===== src/rtl/bus_datapath_seq_pkg.sv =====
// Shared encodings for the bus datapath and its micro-sequencer.
package bus_dp_pkg;

  // Instruction opcodes as presented on instr_op.
  typedef enum logic [1:0] {
    OP_LDI  = 2'b00,
    OP_ADDI = 2'b01,
    OP_MV   = 2'b10,
    OP_ADD  = 2'b11
  } op_e;

  // Sequencer steps: IDLE waits for an instruction, T1..T3 are the bus steps.
  typedef enum logic [1:0] {
    ST_IDLE = 2'd0,
    ST_T1   = 2'd1,
    ST_T2   = 2'd2,
    ST_T3   = 2'd3
  } state_e;

endpackage


===== src/rtl/bus_datapath_seq_if.sv =====
// Instruction handshake, completion status and debug read port of the datapath.
interface bus_datapath_seq_if #(
  parameter int WIDTH  = 32,
  parameter int REG_AW = 4
);
  logic              instr_valid;
  logic              instr_ready;
  logic [1:0]        instr_op;
  logic [REG_AW-1:0] instr_rd;
  logic [REG_AW-1:0] instr_rs;
  logic [REG_AW-1:0] instr_rt;
  logic [WIDTH-1:0]  instr_imm;
  logic              done;
  logic              err;
  logic [REG_AW-1:0] dbg_addr;
  logic [WIDTH-1:0]  dbg_data;
  logic [WIDTH-1:0]  z_data;

  // Instruction source (CPU control unit or bench).
  modport master (
    output instr_valid, instr_op, instr_rd, instr_rs, instr_rt, instr_imm, dbg_addr,
    input  instr_ready, done, err, dbg_data, z_data
  );

  // The datapath itself.
  modport slave (
    input  instr_valid, instr_op, instr_rd, instr_rs, instr_rt, instr_imm, dbg_addr,
    output instr_ready, done, err, dbg_data, z_data
  );
endinterface


===== src/rtl/bus_datapath_seq_ctrl.sv =====
// Micro-sequencer: latches one instruction per handshake and walks it through
// T-steps, emitting the bus strobes for the datapath in the top level.
module bus_dp_ctrl
  import bus_dp_pkg::*;
#(
  parameter int WIDTH    = 32,
  parameter int NUM_REGS = 8,
  parameter int REG_AW   = 4
) (
  input  logic                clock,
  input  logic                clear_n,
  input  logic                instr_valid,
  output logic                instr_ready,
  input  logic [1:0]          instr_op,
  input  logic [REG_AW-1:0]   instr_rd,
  input  logic [REG_AW-1:0]   instr_rs,
  input  logic [REG_AW-1:0]   instr_rt,
  input  logic [WIDTH-1:0]    instr_imm,
  output logic [NUM_REGS-1:0] reg_in,
  output logic [NUM_REGS-1:0] reg_out,
  output logic                y_in,
  output logic                z_in,
  output logic                z_out,
  output logic                imm_out,
  output logic                imm_add,
  output logic [WIDTH-1:0]    imm,
  output logic                done,
  output logic                err
);

  state_e            state;
  state_e            state_next;
  op_e               op;
  logic [REG_AW-1:0] rd;
  logic [REG_AW-1:0] rs;
  logic [REG_AW-1:0] rt;
  logic              accept;
  logic              finish;
  logic              bad;

  function automatic logic legal(input logic [REG_AW-1:0] idx);
    return int'(idx) < NUM_REGS;
  endfunction

  // An out-of-range index decodes to no strobe at all: reads see 0, writes vanish.
  function automatic logic [NUM_REGS-1:0] onehot(input logic [REG_AW-1:0] idx);
    logic [NUM_REGS-1:0] sel;
    sel = '0;
    for (int i = 0; i < NUM_REGS; i++) begin
      if (int'(idx) == i) sel[i] = 1'b1;
    end
    return sel;
  endfunction

  assign instr_ready = (state == ST_IDLE) && clear_n;
  assign accept      = instr_ready && instr_valid;

  // State register.
  always_ff @(posedge clock) begin
    // NOTE: clocked state uses <= so every flop samples pre-edge values, independent of block order.
    if (!clear_n) state <= ST_IDLE;
    else          state <= state_next;
  end

  // Instruction latch: fields are captured only at acceptance and held until retirement.
  always_ff @(posedge clock) begin
    if (!clear_n) begin
      op  <= OP_LDI;
      rd  <= '0;
      rs  <= '0;
      rt  <= '0;
      imm <= '0;
    end else if (accept) begin
      op  <= op_e'(instr_op);
      rd  <= instr_rd;
      rs  <= instr_rs;
      rt  <= instr_rt;
      imm <= instr_imm;
    end
  end

  // Retirement status, registered so done/err appear the cycle after the final step.
  always_ff @(posedge clock) begin
    if (!clear_n) begin
      done <= 1'b0;
      err  <= 1'b0;
    end else begin
      done <= finish;
      err  <= finish && bad;
    end
  end

  // Next-state and per-step strobe decode.
  always_comb begin
    // NOTE: every output gets a default first, so no path through the case leaves one unassigned (no latch).
    state_next = state;
    reg_in     = '0;
    reg_out    = '0;
    y_in       = 1'b0;
    z_in       = 1'b0;
    z_out      = 1'b0;
    imm_out    = 1'b0;
    imm_add    = 1'b0;
    finish     = 1'b0;
    bad        = 1'b0;
    case (state)
      ST_IDLE: begin
        if (instr_valid) state_next = ST_T1;
      end
      ST_T1: begin
        case (op)
          OP_LDI: begin
            imm_out    = 1'b1;
            reg_in     = onehot(rd);
            finish     = 1'b1;
            bad        = !legal(rd);
            state_next = ST_IDLE;
          end
          OP_MV: begin
            reg_out    = onehot(rs);
            reg_in     = onehot(rd);
            finish     = 1'b1;
            bad        = !legal(rd) || !legal(rs);
            state_next = ST_IDLE;
          end
          OP_ADDI: begin
            reg_out    = onehot(rs);
            imm_add    = 1'b1;
            z_in       = 1'b1;
            state_next = ST_T2;
          end
          default: begin
            reg_out    = onehot(rs);
            y_in       = 1'b1;
            state_next = ST_T2;
          end
        endcase
      end
      ST_T2: begin
        case (op)
          OP_ADDI: begin
            z_out      = 1'b1;
            reg_in     = onehot(rd);
            finish     = 1'b1;
            bad        = !legal(rd) || !legal(rs);
            state_next = ST_IDLE;
          end
          OP_ADD: begin
            reg_out    = onehot(rt);
            z_in       = 1'b1;
            state_next = ST_T3;
          end
          default: state_next = ST_IDLE;
        endcase
      end
      default: begin
        z_out      = 1'b1;
        reg_in     = onehot(rd);
        finish     = 1'b1;
        bad        = !legal(rd) || !legal(rs) || !legal(rt);
        state_next = ST_IDLE;
      end
    endcase
  end

endmodule


===== src/rtl/bus_datapath_seq.sv =====
// Single-bus datapath: register file, Y/Z temporaries and adder, driven by
// the bus_dp_ctrl micro-sequencer. Debug port reads any register combinationally.
module bus_datapath_seq
  import bus_dp_pkg::*;
#(
  parameter int WIDTH    = 32,
  parameter int NUM_REGS = 8,
  parameter int REG_AW   = 4
) (
  input  logic         clock,
  input  logic         clear_n,
  bus_datapath_seq_if.slave bus
);

  logic [WIDTH-1:0]    regs [NUM_REGS];
  logic [WIDTH-1:0]    y;
  logic [WIDTH-1:0]    z;
  logic [WIDTH-1:0]    data_bus;
  logic [WIDTH-1:0]    adder_a;
  logic [WIDTH-1:0]    sum;
  logic [WIDTH-1:0]    dbg;
  logic [WIDTH-1:0]    imm;
  logic [NUM_REGS-1:0] reg_in;
  logic [NUM_REGS-1:0] reg_out;
  logic                y_in;
  logic                z_in;
  logic                z_out;
  logic                imm_out;
  logic                imm_add;

  bus_dp_ctrl #(
    .WIDTH    (WIDTH),
    .NUM_REGS (NUM_REGS),
    .REG_AW   (REG_AW)
  ) u_ctrl (
    .clock       (clock),
    .clear_n     (clear_n),
    .instr_valid (bus.instr_valid),
    .instr_ready (bus.instr_ready),
    .instr_op    (bus.instr_op),
    .instr_rd    (bus.instr_rd),
    .instr_rs    (bus.instr_rs),
    .instr_rt    (bus.instr_rt),
    .instr_imm   (bus.instr_imm),
    .reg_in      (reg_in),
    .reg_out     (reg_out),
    .y_in        (y_in),
    .z_in        (z_in),
    .z_out       (z_out),
    .imm_out     (imm_out),
    .imm_add     (imm_add),
    .imm         (imm),
    .done        (bus.done),
    .err         (bus.err)
  );

  // Wired-OR bus: with no source enabled (e.g. an out-of-range register) it reads 0.
  always_comb begin
    data_bus = '0;
    for (int i = 0; i < NUM_REGS; i++) begin
      if (reg_out[i]) data_bus |= regs[i];
    end
    if (z_out)   data_bus |= z;
    if (imm_out) data_bus |= imm;
  end

  // The adder's A side is Y, or the immediate for ADDI so it finishes in one step.
  assign adder_a = imm_add ? imm : y;
  assign sum     = adder_a + data_bus;

  // Register file write from the bus.
  always_ff @(posedge clock) begin
    // NOTE: the register file is small and flop-based, so it is cleared on reset like any other state.
    if (!clear_n) begin
      for (int i = 0; i < NUM_REGS; i++) regs[i] <= '0;
    end else begin
      for (int i = 0; i < NUM_REGS; i++) begin
        if (reg_in[i]) regs[i] <= data_bus;
      end
    end
  end

  // Y captures the first ADD operand; Z captures the adder result.
  always_ff @(posedge clock) begin
    if (!clear_n) begin
      y <= '0;
      z <= '0;
    end else begin
      if (y_in) y <= data_bus;
      if (z_in) z <= sum;
    end
  end

  // Debug read: out-of-range indices return 0.
  always_comb begin
    dbg = '0;
    for (int i = 0; i < NUM_REGS; i++) begin
      if (int'(bus.dbg_addr) == i) dbg = regs[i];
    end
  end

  assign bus.dbg_data = dbg;
  assign bus.z_data   = z;

endmodule


===== src/flat_wrapper.sv =====
// flat-port wrapper written by rule: the top's interface ports become plain ports
module bus_datapath_seq_flat import bus_dp_pkg::*;
#(
  parameter int WIDTH    = 32,
  parameter int NUM_REGS = 8,
  parameter int REG_AW   = 4
)
  (clock, clear_n, bus_instr_valid, bus_instr_op, bus_instr_rd, bus_instr_rs, bus_instr_rt, bus_instr_imm, bus_dbg_addr, bus_instr_ready, bus_done, bus_err, bus_dbg_data, bus_z_data);
  bus_datapath_seq_if #(.WIDTH(WIDTH), .REG_AW(REG_AW)) bus_i ();
  input  logic clock;
  input  logic clear_n;
  input wire logic [$bits(bus_i.instr_valid)-1:0] bus_instr_valid;
  input wire logic [$bits(bus_i.instr_op)-1:0] bus_instr_op;
  input wire logic [$bits(bus_i.instr_rd)-1:0] bus_instr_rd;
  input wire logic [$bits(bus_i.instr_rs)-1:0] bus_instr_rs;
  input wire logic [$bits(bus_i.instr_rt)-1:0] bus_instr_rt;
  input wire logic [$bits(bus_i.instr_imm)-1:0] bus_instr_imm;
  input wire logic [$bits(bus_i.dbg_addr)-1:0] bus_dbg_addr;
  output wire logic [$bits(bus_i.instr_ready)-1:0] bus_instr_ready;
  output wire logic [$bits(bus_i.done)-1:0] bus_done;
  output wire logic [$bits(bus_i.err)-1:0] bus_err;
  output wire logic [$bits(bus_i.dbg_data)-1:0] bus_dbg_data;
  output wire logic [$bits(bus_i.z_data)-1:0] bus_z_data;
  assign bus_i.instr_valid = bus_instr_valid;
  assign bus_i.instr_op = bus_instr_op;
  assign bus_i.instr_rd = bus_instr_rd;
  assign bus_i.instr_rs = bus_instr_rs;
  assign bus_i.instr_rt = bus_instr_rt;
  assign bus_i.instr_imm = bus_instr_imm;
  assign bus_i.dbg_addr = bus_dbg_addr;
  assign bus_instr_ready = bus_i.instr_ready;
  assign bus_done = bus_i.done;
  assign bus_err = bus_i.err;
  assign bus_dbg_data = bus_i.dbg_data;
  assign bus_z_data = bus_i.z_data;
  bus_datapath_seq #(.WIDTH(WIDTH), .NUM_REGS(NUM_REGS), .REG_AW(REG_AW)) u_core (.clock(clock), .clear_n(clear_n), .bus(bus_i));
endmodule

===== config.mk =====
export PLATFORM = sky130hd
export DESIGN_NAME = bus_datapath_seq_flat
export DESIGN_NICKNAME = d
export VERILOG_FILES = /design/src/rtl/bus_datapath_seq_pkg.sv /design/src/rtl/bus_datapath_seq_if.sv /design/src/rtl/bus_datapath_seq_ctrl.sv /design/src/rtl/bus_datapath_seq.sv /design/src/flat_wrapper.sv
export SDC_FILE = /design/constraint.sdc
export NUM_CORES = 1
export LEC_CHECK = 0
export BUFFER_PORTS_ARGS = -buffer_cell sky130_fd_sc_hd__buf_2
export CORE_MARGIN = 2
export CORE_UTILIZATION = 41
export DETAILED_ROUTE_END_ITERATION = 10
export GPL_TIMING_DRIVEN = 1
export SYNTH_ARGS = -nofsm -noshare
export SYNTH_HDL_FRONTEND = slang
export SYNTH_HIERARCHICAL = 1
export SYNTH_SLANG_ARGS = --single-unit
export TNS_END_PERCENT = 50

===== constraint.sdc =====
create_clock -name clock -period 3.9 [get_ports clock]
set_input_delay 0.195 -clock clock [delete_from_list [all_inputs] [get_ports clock]]
set_output_delay 0.195 -clock clock [all_outputs]
set_load 0.02 [all_outputs]

Word level (Yosys, flattened, before mapping) --
Memories as Yosys holds them, arrays and structs flattened. Cells that the tools add are included.
Word-level totals: flip-flop bits (word level) 114, bits in writable memories 256, input port bits 53, output and inout bits 67, word-level logic and storage cells 183, memories kept 1
Memory list:
- u_core.regs | depth 8, width 32, read ports 8, clocked after Yosys merged registers in 0, write ports 8, line bus_datapath_seq.sv:15 | logic [WIDTH-1:0] regs [NUM_REGS];
Operators by class: add/sub/neg operators 1, order comparisons 3, equal/unequal tests 34, muxes and demuxes 100, bitwise gates (word level) 17, reductions and logical operators 17
Operator list (number):
- 32-bit 2-to-1 mux | 27
- 32-bit OR | 9
- 4-bit == test, second input constant | 16
- 1-bit 2-to-1 mux | 58
- 32-bit adder | 1
- 4-bit by 3-bit == test with 1-bit output, second input constant | 8
- 8-bit 2-to-1 mux | 4
- 8-bit one-hot mux with 3 select lines | 1
- 4-bit by 2-bit == test with 1-bit output, second input constant | 4
- 4-bit logical NOT | 4
- 8-bit one-hot mux with 2 select lines | 1
- 4-bit less-than comparator, second input constant | 3
- 1-bit OR | 8
- 2-bit == test, second input constant | 3
- 2-bit 2-to-1 mux | 3
- 1-bit one-hot mux with 2 select lines | 3
- 1-bit one-hot mux with 3 select lines | 2
- 2-bit one-hot mux with 3 select lines | 1
- 2-bit by 1-bit == test with 1-bit output, second input constant | 2
- 2-bit logical NOT | 2
- 2-bit OR reduction | 2
- 1-bit logical AND | 3
- 1-bit logical NOT | 3
- 3-bit OR reduction | 1
- other kinds (2) | 3

Longest topological paths before layout --
Gate-level depths: netlist of the first run.
depth after elaboration 24, depth in mapped cells 20

Cells and area by module --
The synthesis of the first run kept the hierarchy.
By module, submodules not included:
- bus_datapath_seq | times used 1, cells each 1615, area an instance 16982.5 um2, seq. area each 8968.6 um2
- bus_dp_ctrl | times used 1, cells each 289, area an instance 2215.9 um2, seq. area each 1001.0 um2

Least setup slack after synthesis of the first run --
Ideal clock, no wire load.
kind reg-to-reg, from register u_core.u_ctrl.state[1], to register u_core.z[26] (netlist: u_core/bus.z_data[26]), library setup time 120 ps, data arrival time 4091 ps, data required time 3780 ps, slack -311 ps, cell stages (with the launch flop) 21, buffers on the path 2, period minus slack after synthesis 4211 ps, path through dfxtp_1 > inv_1 > ha_1 > nand2b_1 > clkbuf_1 > nor4_1 > o21a_1 > clkbuf_1 > a22o_1 > a221oi_1 > and3_1 > inv_1 > ha_1 > fa_1 > a211oi_1 > o21ai_0 > nand2_1 > o221ai_1 > a21oi_1 > nor3_1 > a211o_1
On the way: elaborated cells between the ends (all ways) 30
RTL lines:
- start, declared | line bus_datapath_seq_ctrl.sv:31 | state_e state;
- start signal, assigned | line bus_datapath_seq_ctrl.sv:62 | else state <= state_next;
- 2-bit == test / 2-bit by 1-bit == test with 1-bit output (equally long branches) | line bus_datapath_seq_ctrl.sv:106 | case (state)
- 8-bit one-hot mux with 2 select lines (*) | line bus_datapath_seq_ctrl.sv:106
- named net u_core.reg_out[4] | line bus_datapath_seq.sv:24 | logic [NUM_REGS-1:0] reg_out;
- 32-bit 2-to-1 mux (*) | line bus_datapath_seq.sv:61 | if (reg_out[i]) data_bus |= regs[i];
- 32-bit OR | line bus_datapath_seq.sv:61
- 32-bit 2-to-1 mux (*) | line bus_datapath_seq.sv:61
- 32-bit OR | line bus_datapath_seq.sv:61
- 32-bit 2-to-1 mux (*) | line bus_datapath_seq.sv:61
- 32-bit OR | line bus_datapath_seq.sv:61
- 32-bit 2-to-1 mux (*) | line bus_datapath_seq.sv:61
- 32-bit OR | line bus_datapath_seq.sv:63 | if (z_out) data_bus |= z;
- 32-bit 2-to-1 mux (*) | line bus_datapath_seq.sv:63
- 32-bit OR | line bus_datapath_seq.sv:64 | if (imm_out) data_bus |= imm;
- 32-bit 2-to-1 mux (*) | line bus_datapath_seq.sv:64
- named net u_core.data_bus[0] | line bus_datapath_seq.sv:18 | logic [WIDTH-1:0] data_bus;
- 32-bit adder (*) | line bus_datapath_seq.sv:69 | assign sum = adder_a + data_bus;
- end signal, assigned | line bus_datapath_seq.sv:90 | if (z_in) z <= sum;
- end, declared | line bus_datapath_seq.sv:17 | logic [WIDTH-1:0] z;
The timed path passes the listed nets; every way through them passes the cells marked *. A chain may end at the register's enable or synchronous reset.

Final worst setup path of the first run --
from register u_core.u_ctrl.state[0], to register u_core.z[31] (netlist: u_core/bus.z_data[31])
On the way: elaborated cells between the ends (all ways) 30
RTL lines (line):
- 2-bit == test / 2-bit by 1-bit == test with 1-bit output (equally long branches) | bus_datapath_seq_ctrl.sv:106
- 8-bit one-hot mux with 2 select lines (*) | bus_datapath_seq_ctrl.sv:106
- named net u_core.reg_out[5] | bus_datapath_seq.sv:24
- 32-bit 2-to-1 mux (*) | bus_datapath_seq.sv:61
- 32-bit OR | bus_datapath_seq.sv:61
- 32-bit 2-to-1 mux (*) | bus_datapath_seq.sv:61
- 32-bit OR | bus_datapath_seq.sv:61
- 32-bit 2-to-1 mux (*) | bus_datapath_seq.sv:61
- 32-bit OR | bus_datapath_seq.sv:63
- 32-bit 2-to-1 mux (*) | bus_datapath_seq.sv:63
- 32-bit OR | bus_datapath_seq.sv:64
- 32-bit 2-to-1 mux (*) | bus_datapath_seq.sv:64
- named net u_core.data_bus[22] | bus_datapath_seq.sv:18
- 32-bit adder (*) | bus_datapath_seq.sv:69
Marks and branches as above.

==> results.sh, run 1 <==
export IMPL_violations="setup timing"
export IMPL_crit_chain="buf_12 -> ha_4 -> nand2b_4 -> nor4b_1 -> o21a_2 -> buf_12 -> buf_12 -> a22o_1 -> a221oi_2 -> and3_4 -> inv_2 -> ha_1 -> nand4_1 -> or4_4 -> or4_4 -> o21ba_4 -> o32ai_2 -> xnor2_1 -> a21oi_1"
export IMPL_final_util_pct=55.2
export IMPL_tritoncts="yes"
export IMPL_cp_top_family="simple AND/OR/NAND/NOR gates"
export IMPL_leakage_uw=0.0101
export IMPL_r2r_end="u_core/bus.z_data[31]$_SDFFE_PN0P_"
export IMPL_path_clk_slew_ns=0.06
export IMPL_cts_buffer_depth=3
export IMPL_dieArea_sq_um=48600
export IMPL_fmax_ghz=0.238
export IMPL_hold_start="clear_n"
export IMPL_drt_initial_drc_count=2546
export IMPL_num_io_pins=120
export IMPL_synth_nets=1993
export IMPL_fillCellCount=4000
export IMPL_areaGrowthSynthToFinish_pct=33.2
export IMPL_setup_violations=18
export IMPL_crit_buf_inv=4
export IMPL_period_share_pct=108
export IMPL_core_area_sq_um=46400
export IMPL_fin_worst_skew_ns=0.0246
export IMPL_synthCells=1904
export IMPL_grt_overflow_total=0
export IMPL_rsz0062_at_grt="true"
export IMPL_htreeDepth=2
export IMPL_cp_data_arrival_time_ns=4.66
export IMPL_routed_wl_mm=76.7
export IMPL_yosysMostFrequentCell="edfxtp_1"
export IMPL_rows=79
export IMPL_wl_per_cell_um=26.2
export IMPL_die_w_um=220
export IMPL_die_h_um=220
export IMPL_path_depth=19
export IMPL_worst_slew_pin_slew_ns=1.15
export IMPL_tns_ns=-2.86
export IMPL_r2r_slack_ns=-0.31
export IMPL_end_kind="flip-flop"
export IMPL_grt_pass1_wl_mm=110
export IMPL_grt_max_degree=65
export IMPL_layout_nets=2376
export IMPL_yosys_top_cells_area="edfxtp_1 (40%), dfxtp_1 (12%), and2_1 (6.4%)"
export IMPL_maxCapViolCount=0
export IMPL_powerDensity_nw_per_um2=370
export IMPL_pre_cts_slack_ns=-0.772
export IMPL_slew_headroom_pct=23.6
export IMPL_fin_ws_ns=-0.309
export IMPL_synth_largest_area_cell="edfxtp_1"
export IMPL_holdPathStages=3
export IMPL_synth_top_area_share_pct=40.0
export IMPL_cts_buffers=42
export IMPL_ys_ff_latch=370
export IMPL_insertion_delay_ns=0.59
export IMPL_ys_seq_area_share_pct=51.9
export IMPL_first_pass_iters=7
export IMPL_critPathKind="reg2reg"
export IMPL_cts_sinks=370
export IMPL_synth_edf_count=256
export IMPL_async_reset_ff_share_pct=0
export IMPL_grt_use_total_pct=30.8
export IMPL_slew_viol_final=0
export IMPL_cpMostUsedCell="buf_12"
export IMPL_slowest_stage="or4_4"
export IMPL_r2r_cells=19
export IMPL_hpwl_mm=50.4
export IMPL_start_util_pct=41.4
export IMPL_ir_drop_mv=0.310
export IMPL_grt_pass1_vias=17110
export IMPL_hold_path_class="in2reg"
export IMPL_synth_cell_types=78
export IMPL_total_power_uw=9460
export IMPL_gp_congestion=0.954
export IMPL_cp_slowest_stage_delay_ns=0.46
export IMPL_period_needed_ns=4.21
export IMPL_outcome="finished with violations"
export IMPL_syn_area_per_cell_sq_um=10.1
export IMPL_place_port_buffers=119
export IMPL_hold_end="u_core/u_ctrl/rt[0]$_SDFFE_PN0P_"
export IMPL_vias=17916
export IMPL_antenna_found_initial=1
export IMPL_syn_area_sq_um=19200
export IMPL_reg2reg_from="u_core/u_ctrl/state[0]$_SDFFE_PN0P_"
export IMPL_holdWs_ns=0.108
export IMPL_cp_start_kind="flip-flop"
export IMPL_synth_warnings=6
export IMPL_path_max_fanout=10
export IMPL_drc=0
export IMPL_antenna_left=0
export IMPL_ys_flop_type="edfxtp_1"
export IMPL_worstPathRequired_ns=4.35
export IMPL_viasPerCell=6.12
export IMPL_drive_gt1_share_pct=30.5
export IMPL_root_buffer="clkbuf_16"
export IMPL_final_hold_viol_count=0
export IMPL_synth_common_cells="edfxtp_1 (256), nand2_1 (225), and2_1 (196)"
worst min-delay path, stage by stage:
cell and delay [ns]:
buf_2 0.25, nand2_1 0.12, o21ai_0 0.06
routing by layer:
layer	GRT usage, %	up-vias	share of wire, %
met1	42.8	8670	41
met3	7.27	200	12
met5	0	-	0
li1	-	7880	-
met2	46.5	1166	43
met4	12.1	0	3.6
sequential cells by signal, summed over array words and instances (netlist names):
register,flops
u_core/regs,256
u_core/bus.z_data,32
u_core/u_ctrl/imm,32
u_core/y,32
u_core/u_ctrl/rd,4
u_core/u_ctrl/rs,4
u_core/u_ctrl/rt,4
u_core/u_ctrl/op,2
u_core/u_ctrl/state,2
u_core/u_ctrl/done,1
u_core/u_ctrl/err,1
repair_timing:
item | 4_1_cts | 5_1_grt
gates resized for setup | 129 | 86
pin swaps | 28 | 27
buffers inserted | 18 | 6
endpoints found under the hold margin | 47 | 0
cloned | 3 | 2
setup endpoints to repair | 24 | 24
hold buffers | 47 | 0
layout make-up:
cell class                 instances  area, sq um  share of cell area, %
timing repair buffer             472         3700                   14.5
multi-input combinational       1356         9530                   37.2
sequential                       370         9980                   39.0
inverter                          45          176                  0.690
antenna                            1         2.50                0.00978
clock inverter                    28          259                   1.01
tap                              607          759                   2.97
clock buffer                      50         1170                   4.59
power by group:
part | internal (uW) | switching, uW | total [uW]
sequential | 4360 | 159 | 4510
clock | 2420 | 1690 | 4110
combinational | 299 | 533 | 833
placed cells by master, fill, tap and decap left out, types with 15 or more instances in the layout:
master	synthesis	routed
a221oi_1	66	39
a21oi_1	80	66
ha_1	35	19
dfxtp_1	114	110
buf_2	13	119
inv_1	43	32
dlygate4sd3_1	0	47
buf_12	0	15
a22o_1	65	63
and3_4	0	16
a211oi_1	42	38
nor2_1	143	134
and3_1	39	21
a221oi_2	0	24
mux2i_1	17	17
nand3_1	24	22
and2_1	196	196
edfxtp_1	256	256
buf_4	3	274
a222oi_1	25	25
o21ai_0	115	100
nand2_1	225	222
o211ai_1	18	18
mux2_2	35	35
clkbuf_16	0	47
a22oi_1	43	36
stage by stage:
stage          cells  instance area [sq um]
2_1_floorplan   1904                  19300
3_3_place_gp    2775                  22400
6_report        2929                  25600
3_5_place_dp    2775                  22400
4_1_cts         2921                  25100
5_1_grt         2929                  25600
how the worst max path moves through the flow:
stage,startpoint,slack [ns],endpoint
6_report,u_core/u_ctrl/state[0]$_SDFFE_PN0P_,-0.31,u_core/bus.z_data[31]$_SDFFE_PN0P_
5_1_grt,u_core/u_ctrl/state[0]$_SDFFE_PN0P_,-0.43,u_core/bus.z_data[27]$_SDFFE_PN0P_
4_1_cts,u_core/u_ctrl/state[0]$_SDFFE_PN0P_,-0.26,u_core/bus.z_data[31]$_SDFFE_PN0P_
3_5_place_dp,u_core/u_ctrl/state[0]$_SDFFE_PN0P_,-0.77,u_core/bus.z_data[22]$_SDFFE_PN0P_
3_3_place_gp,u_core/u_ctrl/state[0]$_SDFFE_PN0P_,-0.76,u_core/bus.z_data[22]$_SDFFE_PN0P_
2_1_floorplan,u_core/u_ctrl/state[0]$_SDFFE_PN0P_,0.009,u_core/bus.z_data[31]$_SDFFE_PN0P_
kinds of logic after synthesis:
kind of cell | synth area share [%]
buffers and inverters | 3.68
adder cells (fa/ha/maj) | 2.39
AND/OR/NAND/NOR | 18.7
XOR/XNOR | 0.639
flip-flops | 51.9
multiplexers | 2.94
AO/OA/AOI/OAI | 19.7
Power figures use the tool's default switching activity.
==> run 2: changes to the inputs <==
- CORE_UTILIZATION: 41 -> 35
==> results.sh, run 2 (synthesis gave the netlist of run 1 again) <==
export IMPL_die_w_um=238
export IMPL_core_area_sq_um=54000
export IMPL_path_clk_slew_ns=0.06
export IMPL_path_max_fanout=6
export IMPL_placed_cells=2846
export IMPL_final_common_cell="edfxtp_1"
export IMPL_ir_drop_mv=0.239
export IMPL_swShare_pct=25.5
export IMPL_leakage_uw=0.0100
export IMPL_period_share_pct=108
export IMPL_outcome="finished with violations"
export IMPL_areaGrowthSynthToFinish_pct=32.7
export IMPL_cts_buffers=41
export IMPL_cp_start_kind="flip-flop"
export IMPL_maxCapViolCount=0
export IMPL_slew_headroom_pct=30.1
export IMPL_drc=0
export IMPL_final_cell_mix="edfxtp_1 (256), buf_4 (246), nand2_1 (222)"
export IMPL_grt_pass1_vias=17060
export IMPL_seq_area_sq_um=9980
export IMPL_layout_nets=2355
export IMPL_fillCellCount=4907
export IMPL_tns_ns=-2.33
export IMPL_antenna_found_initial=1
export IMPL_crit_chain="inv_4 -> ha_4 -> nand4_1 -> nor2_1 -> o21a_2 -> buf_12 -> a22o_1 -> a221oi_2 -> buf_4 -> and3_4 -> inv_2 -> ha_4 -> nand4_1 -> or4_4 -> or4_4 -> o21ba_4 -> o32ai_1 -> xnor2_1 -> a21oi_1"
export IMPL_slowest_stage="or4_4"
export IMPL_p_comb_share_pct=9.1
export IMPL_gp_congestion=0.934
export IMPL_start_util_pct=35.5
export IMPL_rows=85
export IMPL_grt_overflow_total=0
export IMPL_path_depth=19
export IMPL_cts_sinks=370
export IMPL_num_io_pins=120
export IMPL_crit_buf_inv=4
export IMPL_antenna_left=0
export IMPL_layout_cells_non_filler=2992
export IMPL_worst_slew_pin_slew_ns=1.05
export IMPL_die_h_um=238
export IMPL_vias=17814
export IMPL_first_pass_iters=6
export IMPL_cts_buffer_depth=3
export IMPL_switchingPower_uw=2330
export IMPL_p_clk_share_pct=41.6
export IMPL_dieArea_sq_um=56700
export IMPL_end_kind="flip-flop"
export IMPL_cp_slowest_stage_delay_ns=0.46
export IMPL_setup_violations=18
export IMPL_fin_worst_skew_ns=0.0230
export IMPL_fin_ws_ns=-0.299
export IMPL_viasPerCell=5.95
export IMPL_cp_top_family="simple AND/OR/NAND/NOR gates"
export IMPL_root_buffer="clkbuf_16"
export IMPL_cp_data_arrival_time_ns=4.64
export IMPL_total_power_uw=9160
export IMPL_routed_wl_mm=77.8
export IMPL_slew_viol_final=0
export IMPL_powerDensity_nw_per_um2=360
export IMPL_share_seq_of_total_power_pct=49.3
export IMPL_final_hold_viol_count=0
export IMPL_htreeDepth=2
export IMPL_final_util_pct=47.1
export IMPL_rsz0062_at_grt="true"
export IMPL_grt_max_degree=51
export IMPL_grt_use_total_pct=26.4
export IMPL_place_port_buffers=119
export IMPL_wl_per_cell_um=26.0
export IMPL_hold_path_class="in2reg"
export IMPL_largest_register_ffs=256
export IMPL_p_int_uw=6830
export IMPL_grt_pass1_wl_mm=111
export IMPL_drive_gt1_share_pct=29.8
export IMPL_holdPathStages=3
export IMPL_insertion_delay_ns=0.58
export IMPL_r2r_cells=19
export IMPL_critPathKind="reg2reg"
export IMPL_drt_initial_drc_count=2293
export IMPL_violations="setup timing"
export IMPL_worstPathRequired_ns=4.34
export IMPL_period_needed_ns=4.20
export IMPL_top_register="u_core/regs"
export IMPL_multi_input_area_sq_um=9500
export IMPL_hpwl_mm=51.5
export IMPL_fmax_ghz=0.238
export IMPL_tritoncts="yes"
==> run 2: cell count changes in the layout (fill, tap and decap cells not counted), moves of 4 or more <==
cell / before / now
ha_1: 19 / 14
buf_12: 15 / 25
buf_4: 274 / 246
a221oi_2: 24 / 40
a22oi_2: 7 / 3
a221oi_1: 39 / 26
a22oi_1: 36 / 40
==> run 2: tightest hold or removal path, stage by stage <==
cell	delay [ns]
buf_2	0.31
nand2_1	0.14
o21ai_0	0.06
==> run 2: path summary, 6_finish.rpt <==
check	start	slack, ns	endpoint
max reg2reg	u_core/u_ctrl/state[0]$_SDFFE_PN0P_	-0.30	u_core/bus.z_data[31]$_SDFFE_PN0P_
max	u_core/u_ctrl/state[0]$_SDFFE_PN0P_	-0.30	u_core/bus.z_data[31]$_SDFFE_PN0P_
min	clear_n	0.21	u_core/u_ctrl/rd[3]$_SDFFE_PN0P_
min reg2reg	u_core/y[10]$_SDFFE_PN0P_	0.49	u_core/y[10]$_SDFFE_PN0P_
==> run 2: routing by layer <==
metal | share of wire [%] | global-route usage (%) | wire, um
met5 | 0 | 0 | 0
met1 | 40 | 35.7 | 31400
met3 | 11 | 6.91 | 8830
met4 | 4.1 | 9.73 | 3220
met2 | 44 | 40.5 | 34400
==> run 2: timing repair <==
item                                    CTS  global route
cloned                                    2             5
setup buffers                            12            10
pin swaps                                19            39
resized for setup                       102           101
hold buffers                             47             0
endpoints found under the setup margin   24            25
hold endpoints to repair                 47             0
==> run 2: metrics by stage <==
| stage | hold slack (ns) | area (sq um) | setup WS [ns] |
|---|---|---|---|
| floorplan | 0.303 | 19300 | 0.00934 |
| global placement | 0.390 | 22400 | -0.550 |
| detailed placement | 0.396 | 22400 | -0.560 |
| CTS | 0.190 | 24800 | -0.227 |
| global route | 0.240 | 25500 | -0.426 |
| finish | 0.207 | 25500 | -0.299 |
==> run 2: power by group through the flow <==
stage	sequential, uW	clock, uW	combinational, uW
global route	4520	4010	879
floorplan	4510	0	402
finish	4510	3810	835
global placement	4570	0	740
CTS	4500	3860	799
detailed placement	4570	0	746
==> run 2: final cells by class <==
| type | count | area share, % |
|---|---|---|
| flip-flops and latches | 370 | 39.2 |
| well taps | 696 | 3.42 |
| diodes | 1 | 0.00982 |
| clock buffers | 49 | 4.25 |
| clock inverters | 23 | 0.766 |
| repair buffers | 452 | 14.4 |
| multi-input cells | 1356 | 37.3 |
| inverters | 45 | 0.683 |
